**config.mk**
```make
export PLATFORM = sky130hd
export DESIGN_NAME = q100_dtcm_arb_flat
export DESIGN_NICKNAME = d
export VERILOG_FILES = /design/src/rtl/q100_dtcm_arb_pkg.sv /design/src/rtl/q100_dtcm_arb_if.sv /design/src/rtl/q100_dtcm_arb_rd_track.sv /design/src/rtl/q100_dtcm_arb.sv /design/src/flat_wrapper.sv
export SDC_FILE = /design/constraint.sdc
export NUM_CORES = 1
export LEC_CHECK = 0
export CAP_MARGIN = 5
export CORE_AREA = 2 2 101 103
export CTS_CLUSTER_DIAMETER = 200
export DETAILED_ROUTE_END_ITERATION = 16
export DIE_AREA = 0 0 103 105
export HOLD_SLACK_MARGIN = 0.02
export PLACE_DENSITY = 0.68
export SETUP_SLACK_MARGIN = 0.05
export SLEW_MARGIN = 25
export SYNTH_ARGS = -nofsm -noshare
export SYNTH_HDL_FRONTEND = slang
export SYNTH_SLANG_ARGS = --single-unit
```
**constraint.sdc**
```tcl
create_clock -name clk -period 1.8 [get_ports clk]
set_clock_uncertainty 0.1 [all_clocks]
set_input_delay 0.27 -clock clk [delete_from_list [all_inputs] [get_ports clk]]
set_output_delay 0.27 -clock clk [all_outputs]
set_load 0.1 [all_outputs]
```
**src/rtl/q100_dtcm_arb_pkg.sv**
```systemverilog
// -----------------------------------------------------------------------------
// q100_dtcm_pkg
// Shared types and constants for the DTCM arbiter slice.
//   arb_state_t  : arbitration mode (core priority / forced DMA grant)
//   dtcm_owner_t : which requester owns an outstanding DTCM read
//   STARVE_W     : width of the DMA starvation counter
//   DTCM_*       : default bus geometry, overridable by the global DTCM macros
// -----------------------------------------------------------------------------
`ifndef DTCM_ADDR_WIDTH
`define DTCM_ADDR_WIDTH 16
`endif
`ifndef DTCM_DATA_WIDTH
`define DTCM_DATA_WIDTH 32
`endif
`ifndef DTCM_BANK
`define DTCM_BANK 4
`endif

package q100_dtcm_pkg;

  typedef enum logic {
    CORE_PRI  = 1'b0,
    DMA_FORCE = 1'b1
  } arb_state_t;

  typedef enum logic {
    OWN_CORE = 1'b0,
    OWN_DMA  = 1'b1
  } dtcm_owner_t;

  localparam int STARVE_W    = 4;
  localparam int DTCM_ADDR_W = `DTCM_ADDR_WIDTH;
  localparam int DTCM_DATA_W = `DTCM_DATA_WIDTH;
  localparam int DTCM_BANKS  = `DTCM_BANK;

endpackage

```
**src/rtl/q100_dtcm_arb_if.sv**
```systemverilog
// -----------------------------------------------------------------------------
// q100_dtcm_arb_if
// Bundles the core port, the DMA/debug port and the DTCM macro port of the
// DTCM arbiter.
//   slave  : arbiter view (requests and DTCM read data in, grants/data out)
//   master : environment view (drives requests and DTCM read data)
// Signal names keep the arbiter-relative _i/_o suffixes.
// -----------------------------------------------------------------------------
interface q100_dtcm_arb_if #(
  parameter int ADDR_W = q100_dtcm_pkg::DTCM_ADDR_W,
  parameter int DATA_W = q100_dtcm_pkg::DTCM_DATA_W,
  parameter int BANKS  = q100_dtcm_pkg::DTCM_BANKS
);

  // Core load/store path (MEM stage)
  logic              core_req_i;
  logic [BANKS-1:0]  core_we_i;
  logic [ADDR_W-1:0] core_addr_i;
  logic [DATA_W-1:0] core_wdata_i;
  logic              core_gnt_o;
  logic              core_stall_o;
  logic              core_rvalid_o;
  logic [DATA_W-1:0] core_rdata_o;

  // DMA / debug port
  logic              dma_req_i;
  logic [BANKS-1:0]  dma_we_i;
  logic [ADDR_W-1:0] dma_addr_i;
  logic [DATA_W-1:0] dma_wdata_i;
  logic              dma_gnt_o;
  logic              dma_rvalid_o;
  logic [DATA_W-1:0] dma_rdata_o;

  // DTCM macro
  logic [ADDR_W-1:0] dtcm_rw_addr_o;
  logic [DATA_W-1:0] dtcm_wr_data_o;
  logic [BANKS-1:0]  dtcm_rw_en_o;
  logic [DATA_W-1:0] dtcm_rd_data_i;

  modport slave (
    input  core_req_i, core_we_i, core_addr_i, core_wdata_i,
    output core_gnt_o, core_stall_o, core_rvalid_o, core_rdata_o,
    input  dma_req_i, dma_we_i, dma_addr_i, dma_wdata_i,
    output dma_gnt_o, dma_rvalid_o, dma_rdata_o,
    output dtcm_rw_addr_o, dtcm_wr_data_o, dtcm_rw_en_o,
    input  dtcm_rd_data_i
  );

  modport master (
    output core_req_i, core_we_i, core_addr_i, core_wdata_i,
    input  core_gnt_o, core_stall_o, core_rvalid_o, core_rdata_o,
    output dma_req_i, dma_we_i, dma_addr_i, dma_wdata_i,
    input  dma_gnt_o, dma_rvalid_o, dma_rdata_o,
    input  dtcm_rw_addr_o, dtcm_wr_data_o, dtcm_rw_en_o,
    output dtcm_rd_data_i
  );

endinterface

```
**src/rtl/q100_dtcm_arb_rd_track.sv**
```systemverilog
// -----------------------------------------------------------------------------
// q100_dtcm_rd_track
// One-deep read return pipeline. Remembers whether the access issued this
// cycle was a read and who issued it, then steers the DTCM read data (valid
// one cycle later) to that requester only.
//   clk, rst          : clock, synchronous active-high reset
//   rd_issue_i        : a granted read is issued this cycle
//   rd_owner_i        : requester of that read
//   dtcm_rd_data_i    : DTCM read data (1-cycle latency)
//   core_rvalid_o/rdata_o, dma_rvalid_o/rdata_o : routed read return
// -----------------------------------------------------------------------------
module q100_dtcm_rd_track
  import q100_dtcm_pkg::*;
#(
  parameter int DATA_W = DTCM_DATA_W
) (
  input  logic              clk,
  input  logic              rst,
  input  logic              rd_issue_i,
  input  dtcm_owner_t       rd_owner_i,
  input  logic [DATA_W-1:0] dtcm_rd_data_i,
  output logic              core_rvalid_o,
  output logic [DATA_W-1:0] core_rdata_o,
  output logic              dma_rvalid_o,
  output logic [DATA_W-1:0] dma_rdata_o
);

  logic        rd_pend_q, rd_pend_d;
  dtcm_owner_t rd_owner_q, rd_owner_d;

  // Issue is already forced low by the arbiter during reset.
  assign rd_pend_d  = rd_issue_i;
  assign rd_owner_d = rd_issue_i ? rd_owner_i : rd_owner_q;

  // NOTE: state registers use non-blocking assignments so every flop samples
  // pre-edge values regardless of block evaluation order.
  always_ff @(posedge clk) begin
    if (rst) begin
      rd_pend_q  <= 1'b0;
      rd_owner_q <= OWN_CORE;
    end else begin
      rd_pend_q  <= rd_pend_d;
      rd_owner_q <= rd_owner_d;
    end
  end

  // A read issued the cycle before reset is still pending while rst is high;
  // masking with rst drops it instead of returning it into the reset cycle.
  assign core_rvalid_o = rd_pend_q & ~rst & (rd_owner_q == OWN_CORE);
  assign dma_rvalid_o  = rd_pend_q & ~rst & (rd_owner_q == OWN_DMA);
  assign core_rdata_o  = core_rvalid_o ? dtcm_rd_data_i : '0;
  assign dma_rdata_o   = dma_rvalid_o  ? dtcm_rd_data_i : '0;

endmodule

```
**src/rtl/q100_dtcm_arb.sv**
```systemverilog
// -----------------------------------------------------------------------------
// q100_dtcm_arb
// Arbiter/sequencer for the single-ported DTCM shared by the core MEM stage
// and a DMA/debug port. The core has fixed priority; a DMA request denied
// STARVE_MAX consecutive cycles is forced through for one access. Grants are
// combinational (zero latency), at most one per cycle.
//   clk, rst : clock, synchronous active-high reset
//   bus      : q100_dtcm_arb_if.slave (core port, DMA port, DTCM port)
// -----------------------------------------------------------------------------
module q100_dtcm_arb
  import q100_dtcm_pkg::*;
#(
  parameter int ADDR_W     = DTCM_ADDR_W,
  parameter int DATA_W     = DTCM_DATA_W,
  parameter int BANKS      = DTCM_BANKS,
  parameter int STARVE_MAX = 4
) (
  input logic            clk,
  input logic            rst,
  q100_dtcm_arb_if.slave bus
);

  localparam logic [STARVE_W-1:0] STARVE_LIM = STARVE_W'(STARVE_MAX);

  arb_state_t          state_q, state_d;
  logic [STARVE_W-1:0] starve_cnt_q, starve_cnt_d;

  logic              core_gnt, dma_gnt;
  logic [ADDR_W-1:0] mux_addr;
  logic [DATA_W-1:0] mux_wdata;
  logic [BANKS-1:0]  mux_en;
  logic              rd_issue;
  dtcm_owner_t       rd_owner;

  // Grant selection. The mode only decides who wins a conflict; a lone
  // requester is always served.
  // NOTE: combinational blocks assign a default to every output first so no
  // path leaves a variable unassigned, which would infer a latch.
  always_comb begin
    core_gnt = 1'b0;
    dma_gnt  = 1'b0;
    if (!rst) begin
      if (state_q == DMA_FORCE) begin
        dma_gnt  = bus.dma_req_i;
        core_gnt = bus.core_req_i & ~bus.dma_req_i;
      end else begin
        core_gnt = bus.core_req_i;
        dma_gnt  = bus.dma_req_i & ~bus.core_req_i;
      end
    end
  end

  // Starvation counter: counts consecutive denied DMA cycles, saturating.
  always_comb begin
    starve_cnt_d = starve_cnt_q;
    if (!bus.dma_req_i || dma_gnt) begin
      starve_cnt_d = '0;
    end else if (starve_cnt_q < STARVE_LIM) begin
      starve_cnt_d = starve_cnt_q + 1'b1;
    end
  end

  // DMA_FORCE lasts for one DMA grant, or ends at once if the DMA withdraws;
  // in that state either condition holds every cycle, so it is one cycle long.
  always_comb begin
    state_d = state_q;
    if (state_q == CORE_PRI) begin
      if (starve_cnt_d == STARVE_LIM) state_d = DMA_FORCE;
    end else begin
      if (dma_gnt || !bus.dma_req_i) state_d = CORE_PRI;
    end
  end

  always_ff @(posedge clk) begin
    if (rst) begin
      state_q      <= CORE_PRI;
      starve_cnt_q <= '0;
    end else begin
      state_q      <= state_d;
      starve_cnt_q <= starve_cnt_d;
    end
  end

  // DTCM port mux. With no grant the core address is presented with all
  // enables low, i.e. a harmless read whose data nobody claims.
  always_comb begin
    mux_addr  = bus.core_addr_i;
    mux_wdata = bus.core_wdata_i;
    mux_en    = '0;
    if (dma_gnt) begin
      mux_addr  = bus.dma_addr_i;
      mux_wdata = bus.dma_wdata_i;
      mux_en    = bus.dma_we_i;
    end else if (core_gnt) begin
      mux_en    = bus.core_we_i;
    end
  end

  assign rd_issue = (core_gnt & ~|bus.core_we_i) | (dma_gnt & ~|bus.dma_we_i);
  assign rd_owner = dma_gnt ? OWN_DMA : OWN_CORE;

  q100_dtcm_rd_track #(
    .DATA_W (DATA_W)
  ) u_rd_track (
    .clk            (clk),
    .rst            (rst),
    .rd_issue_i     (rd_issue),
    .rd_owner_i     (rd_owner),
    .dtcm_rd_data_i (bus.dtcm_rd_data_i),
    .core_rvalid_o  (bus.core_rvalid_o),
    .core_rdata_o   (bus.core_rdata_o),
    .dma_rvalid_o   (bus.dma_rvalid_o),
    .dma_rdata_o    (bus.dma_rdata_o)
  );

  assign bus.core_gnt_o     = core_gnt;
  assign bus.dma_gnt_o      = dma_gnt;
  assign bus.core_stall_o   = bus.core_req_i & ~core_gnt;
  assign bus.dtcm_rw_addr_o = mux_addr;
  assign bus.dtcm_wr_data_o = mux_wdata;
  assign bus.dtcm_rw_en_o   = mux_en;

endmodule

```
**src/flat_wrapper.sv**
```systemverilog
// flat-port wrapper written by rule: the top's interface ports become plain ports
module q100_dtcm_arb_flat import q100_dtcm_pkg::*;
#(
  parameter int ADDR_W     = DTCM_ADDR_W,
  parameter int DATA_W     = DTCM_DATA_W,
  parameter int BANKS      = DTCM_BANKS,
  parameter int STARVE_MAX = 4
)
  (clk, rst, bus_core_req_i, bus_core_we_i, bus_core_addr_i, bus_core_wdata_i, bus_core_gnt_o, bus_core_stall_o, bus_core_rvalid_o, bus_core_rdata_o, bus_dma_req_i, bus_dma_we_i, bus_dma_addr_i, bus_dma_wdata_i, bus_dma_gnt_o, bus_dma_rvalid_o, bus_dma_rdata_o, bus_dtcm_rw_addr_o, bus_dtcm_wr_data_o, bus_dtcm_rw_en_o, bus_dtcm_rd_data_i);
  q100_dtcm_arb_if #(.ADDR_W(ADDR_W), .DATA_W(DATA_W), .BANKS(BANKS)) bus_i ();
  input logic clk;
  input logic rst;
  input wire logic [$bits(bus_i.core_req_i)-1:0] bus_core_req_i;
  input wire logic [$bits(bus_i.core_we_i)-1:0] bus_core_we_i;
  input wire logic [$bits(bus_i.core_addr_i)-1:0] bus_core_addr_i;
  input wire logic [$bits(bus_i.core_wdata_i)-1:0] bus_core_wdata_i;
  output wire logic [$bits(bus_i.core_gnt_o)-1:0] bus_core_gnt_o;
  output wire logic [$bits(bus_i.core_stall_o)-1:0] bus_core_stall_o;
  output wire logic [$bits(bus_i.core_rvalid_o)-1:0] bus_core_rvalid_o;
  output wire logic [$bits(bus_i.core_rdata_o)-1:0] bus_core_rdata_o;
  input wire logic [$bits(bus_i.dma_req_i)-1:0] bus_dma_req_i;
  input wire logic [$bits(bus_i.dma_we_i)-1:0] bus_dma_we_i;
  input wire logic [$bits(bus_i.dma_addr_i)-1:0] bus_dma_addr_i;
  input wire logic [$bits(bus_i.dma_wdata_i)-1:0] bus_dma_wdata_i;
  output wire logic [$bits(bus_i.dma_gnt_o)-1:0] bus_dma_gnt_o;
  output wire logic [$bits(bus_i.dma_rvalid_o)-1:0] bus_dma_rvalid_o;
  output wire logic [$bits(bus_i.dma_rdata_o)-1:0] bus_dma_rdata_o;
  output wire logic [$bits(bus_i.dtcm_rw_addr_o)-1:0] bus_dtcm_rw_addr_o;
  output wire logic [$bits(bus_i.dtcm_wr_data_o)-1:0] bus_dtcm_wr_data_o;
  output wire logic [$bits(bus_i.dtcm_rw_en_o)-1:0] bus_dtcm_rw_en_o;
  input wire logic [$bits(bus_i.dtcm_rd_data_i)-1:0] bus_dtcm_rd_data_i;
  assign bus_i.core_req_i = bus_core_req_i;
  assign bus_i.core_we_i = bus_core_we_i;
  assign bus_i.core_addr_i = bus_core_addr_i;
  assign bus_i.core_wdata_i = bus_core_wdata_i;
  assign bus_core_gnt_o = bus_i.core_gnt_o;
  assign bus_core_stall_o = bus_i.core_stall_o;
  assign bus_core_rvalid_o = bus_i.core_rvalid_o;
  assign bus_core_rdata_o = bus_i.core_rdata_o;
  assign bus_i.dma_req_i = bus_dma_req_i;
  assign bus_i.dma_we_i = bus_dma_we_i;
  assign bus_i.dma_addr_i = bus_dma_addr_i;
  assign bus_i.dma_wdata_i = bus_dma_wdata_i;
  assign bus_dma_gnt_o = bus_i.dma_gnt_o;
  assign bus_dma_rvalid_o = bus_i.dma_rvalid_o;
  assign bus_dma_rdata_o = bus_i.dma_rdata_o;
  assign bus_dtcm_rw_addr_o = bus_i.dtcm_rw_addr_o;
  assign bus_dtcm_wr_data_o = bus_i.dtcm_wr_data_o;
  assign bus_dtcm_rw_en_o = bus_i.dtcm_rw_en_o;
  assign bus_i.dtcm_rd_data_i = bus_dtcm_rd_data_i;
  q100_dtcm_arb #(.ADDR_W(ADDR_W), .DATA_W(DATA_W), .BANKS(BANKS), .STARVE_MAX(STARVE_MAX)) u_core (.clk(clk), .rst(rst), .bus(bus_i));
endmodule
```
==> results.yml <==
yosys:
  yosysMostFrequentCell: "and2_1"
  synth_seq_cells: 7
  synth_fp_nets: 308
  syn_avg_cell_area_um2: 9.74
  synth_top_area_share_pct: 41.5
  synthTopCellsByArea: "mux2_4 42%, and2_1 25%, dfxtp_1 8.6%"
  async_flop_share_pct: 0
  yosysWarnings: 0
  seq_area_frac_synth_pct: 8.62
  synth_cell_types: 28
  synth_edf_count: 0
  synth_ff_type: "dfxtp_1"
  netlist_area_um2: 1630
  yosysTopAreaCell: "mux2_4"
  synth_commonest_cells: "64 x and2_1, 45 x mux2_4, 7 x dfxtp_1, 5 x buf_12, 5 x nor2_1"
  syn_inst: 167
timing:
  setup_ws_ns: -0.270
  clock.fmax_ghz: 0.483
  relSlewSlack_pct: 70.7
  rsz0062_at_grt: "yes"
  post-route-period-util_pct: 115
  worstMarginPinSlew_ns: 0.435
  setup_violations: 114
  period_needed_ns: 2.07
  final-hold-violation-count: 0
  report.final.slew_viol_count: 0
hold_path:
  hold_path.class: "in2reg"
routing:
  via_count: 2515
  wl_met1_mm: 3.82
  wirelength_mm: 11.7
  wl_met2_mm: 6.63
  dr_wl_met3_mm: 1.17
  drt-pass1-iter-count: 4
  top_layer: "met4"
  ant_nets: 0
  via_per_inst: 4.21
  post_drt_wl_per_cell_um: 19.5
  drc: 0
  drt_iter0_markers: 39
placement:
  io_buffers: 260
  dp_hpwl_mm: 8.52
  gp_congestion: 0.812
  post_dp_cell_area_um2: 5840
setup_path:
  crit_type: "reg2out"
  critPathLaunchType: "register"
  critPathArrivalTime_ns: 1.70
  critPathRequiredTime_ns: 1.43
  crit_top_cell: "buf_12"
  path_max_fanout: 7
  cpPeakStageDelay_ns: 0.32
  slowest_stage: "mux2_4"
  path_cells: "nand2b_4 > and2_4 > buf_12 > buf_12 > buf_16 > mux2_4 > buf_12"
  end_kind: "output port"
clocking:
  cts.path.max_buffers: 2
  worstSkewPairLatency_ns: 0.23
  cts-root-buf: "clkbuf_8"
  h-tree-depth: 1
  cts_tree: "done"
  cts.clk_slew.worst_paths_ns: 0.04
  cts_made_buffers: 3
  cts.sinks: 7
status:
  outcome: "finished with violations"
  violations: "negative setup slack"
floorplanning:
  ioPinCount: 261
  core_area_um2: 9640
  dieArea_um2: 10800
  die_y_um: 105
  fp.dieW_um: 103
  num_rows: 36
  start_util_pct: 16.9
global_routing:
  first_global_vias: 2810
  track_usage_pct: 20.2
  grt_pass1_wl_mm: 16.6
  overflow: 0
  grt_max_degree: 15
  grt_antenna_before_repair: 0
final_layout:
  drive_gt1_share_pct: 66.0
  fin_area_um2: 6520
  nNetsFinal: 607
  area_growth_pct: 301
  antenna_cells: 0
power:
  p_leak_nw: 2.77
  p_per_area_nw_per_um2: 328
  peakVddDrop_mv: 0.237
  total_power_mw: 2.14
run:
  maxCapViolCount: 0
path summary, 6_finish.rpt:
| check | start | to | slack, ns | cells after the start |
|---|---|---|---|---|
| hold reg to reg | u_core.starve_cnt_q[1] | u_core.starve_cnt_q[1] | 0.44 | 2 |
| hold / removal | rst | u_core.u_rd_track.rd_owner_q | 0.24 | 3 |
| setup reg to reg | u_core.state_q | u_core.state_q | 0.09 | 8 |
| setup / recovery | u_core.state_q | bus_dtcm_wr_data_o[20] | -0.27 | 7 |
stage by stage:
| step | utilization, % | instances | hold slack [ns] | setup slack, ns | TNS [ns] |
|---|---|---|---|---|---|
| global placement | 60.6 | 564 | 0.376 | -0.444 | -38.48 |
| global route | 67.7 | 598 | 0.241 | -0.308 | -19.59 |
| detailed placement | 60.6 | 564 | 0.415 | -0.465 | -38.18 |
| floorplan | - | 167 | 0.249 | -0.420 | -2.26 |
| CTS | 68.1 | 603 | 0.219 | -0.296 | -15.50 |
| finish | 67.7 | 598 | 0.238 | -0.270 | -14.55 |
layout by cell type, fill, tap and decap left out, types with 3 or more instances in the layout:
master / instances
a22o_4: 4
and2_4: 65
buf_12: 129
buf_16: 8
buf_4: 12
buf_6: 15
buf_8: 3
clkbuf_8: 3
clkdlybuf4s50_1: 136
dfxtp_1: 4
mux2_4: 48
per-layer routing:
metal,up-vias,global-route usage (%)
li1,1179,-
met1,1195,20.4
met2,137,40.9
met3,4,5.55
met4,0,1.88
met5,-,0
cell families after synthesis:
logic type               Yosys count  synth area share, %
AO/OA/AOI/OAI                     14                 6.62
adder cells (fa/ha/maj)            1                0.769
buffers and inverters             15                 9.31
flip-flops                         7                 8.62
multiplexers                      49                 44.2
AND/OR/NAND/NOR                   81                 30.5
worst max-delay path, delay by kind of cell (launching register included):
kind / cells / cell delay [ns]
buffers and inverters: 4 / 0.56
DFF: 1 / 0.31
muxes: 1 / 0.32
and+or+nand+nor: 2 / 0.28
repair_timing:
item                                   4_1_cts  5_1_grt
gates cloned                                11        1
hold buffers                                 0        0
setup buffers                               25        4
endpoints found under the hold margin        0        0
setup endpoints to repair                  121      126
resized for setup                           75       15
pin swaps                                   28       33
report_power, final:
part           switching, mW  total [mW]  leakage (nW)  internal, mW
clock                 0.0683       0.221        0.0228         0.153
sequential           0.00139       0.158        0.0584         0.156
combinational          0.941        1.76          2.68         0.821
final cells by class:
cell class | instances | area (um2)
Clock buffer | 4 | 45.0
Fill cell | 741 | 3120
Inverter | 3 | 13.8
Multi-Input combinational cell | 145 | 1640
Sequential cell | 7 | 146
Tap cell | 133 | 166
Timing Repair Buffer | 306 | 4510
registers in the layout (all words and copies together), names as in the netlist:
signal,count
u_core.u_rd_track.rd_owner_q,1
u_core.u_rd_track.rd_pend_q,1
u_core.state_q,1
u_core.starve_cnt_q,4
Power figures use the tool's default switching activity.
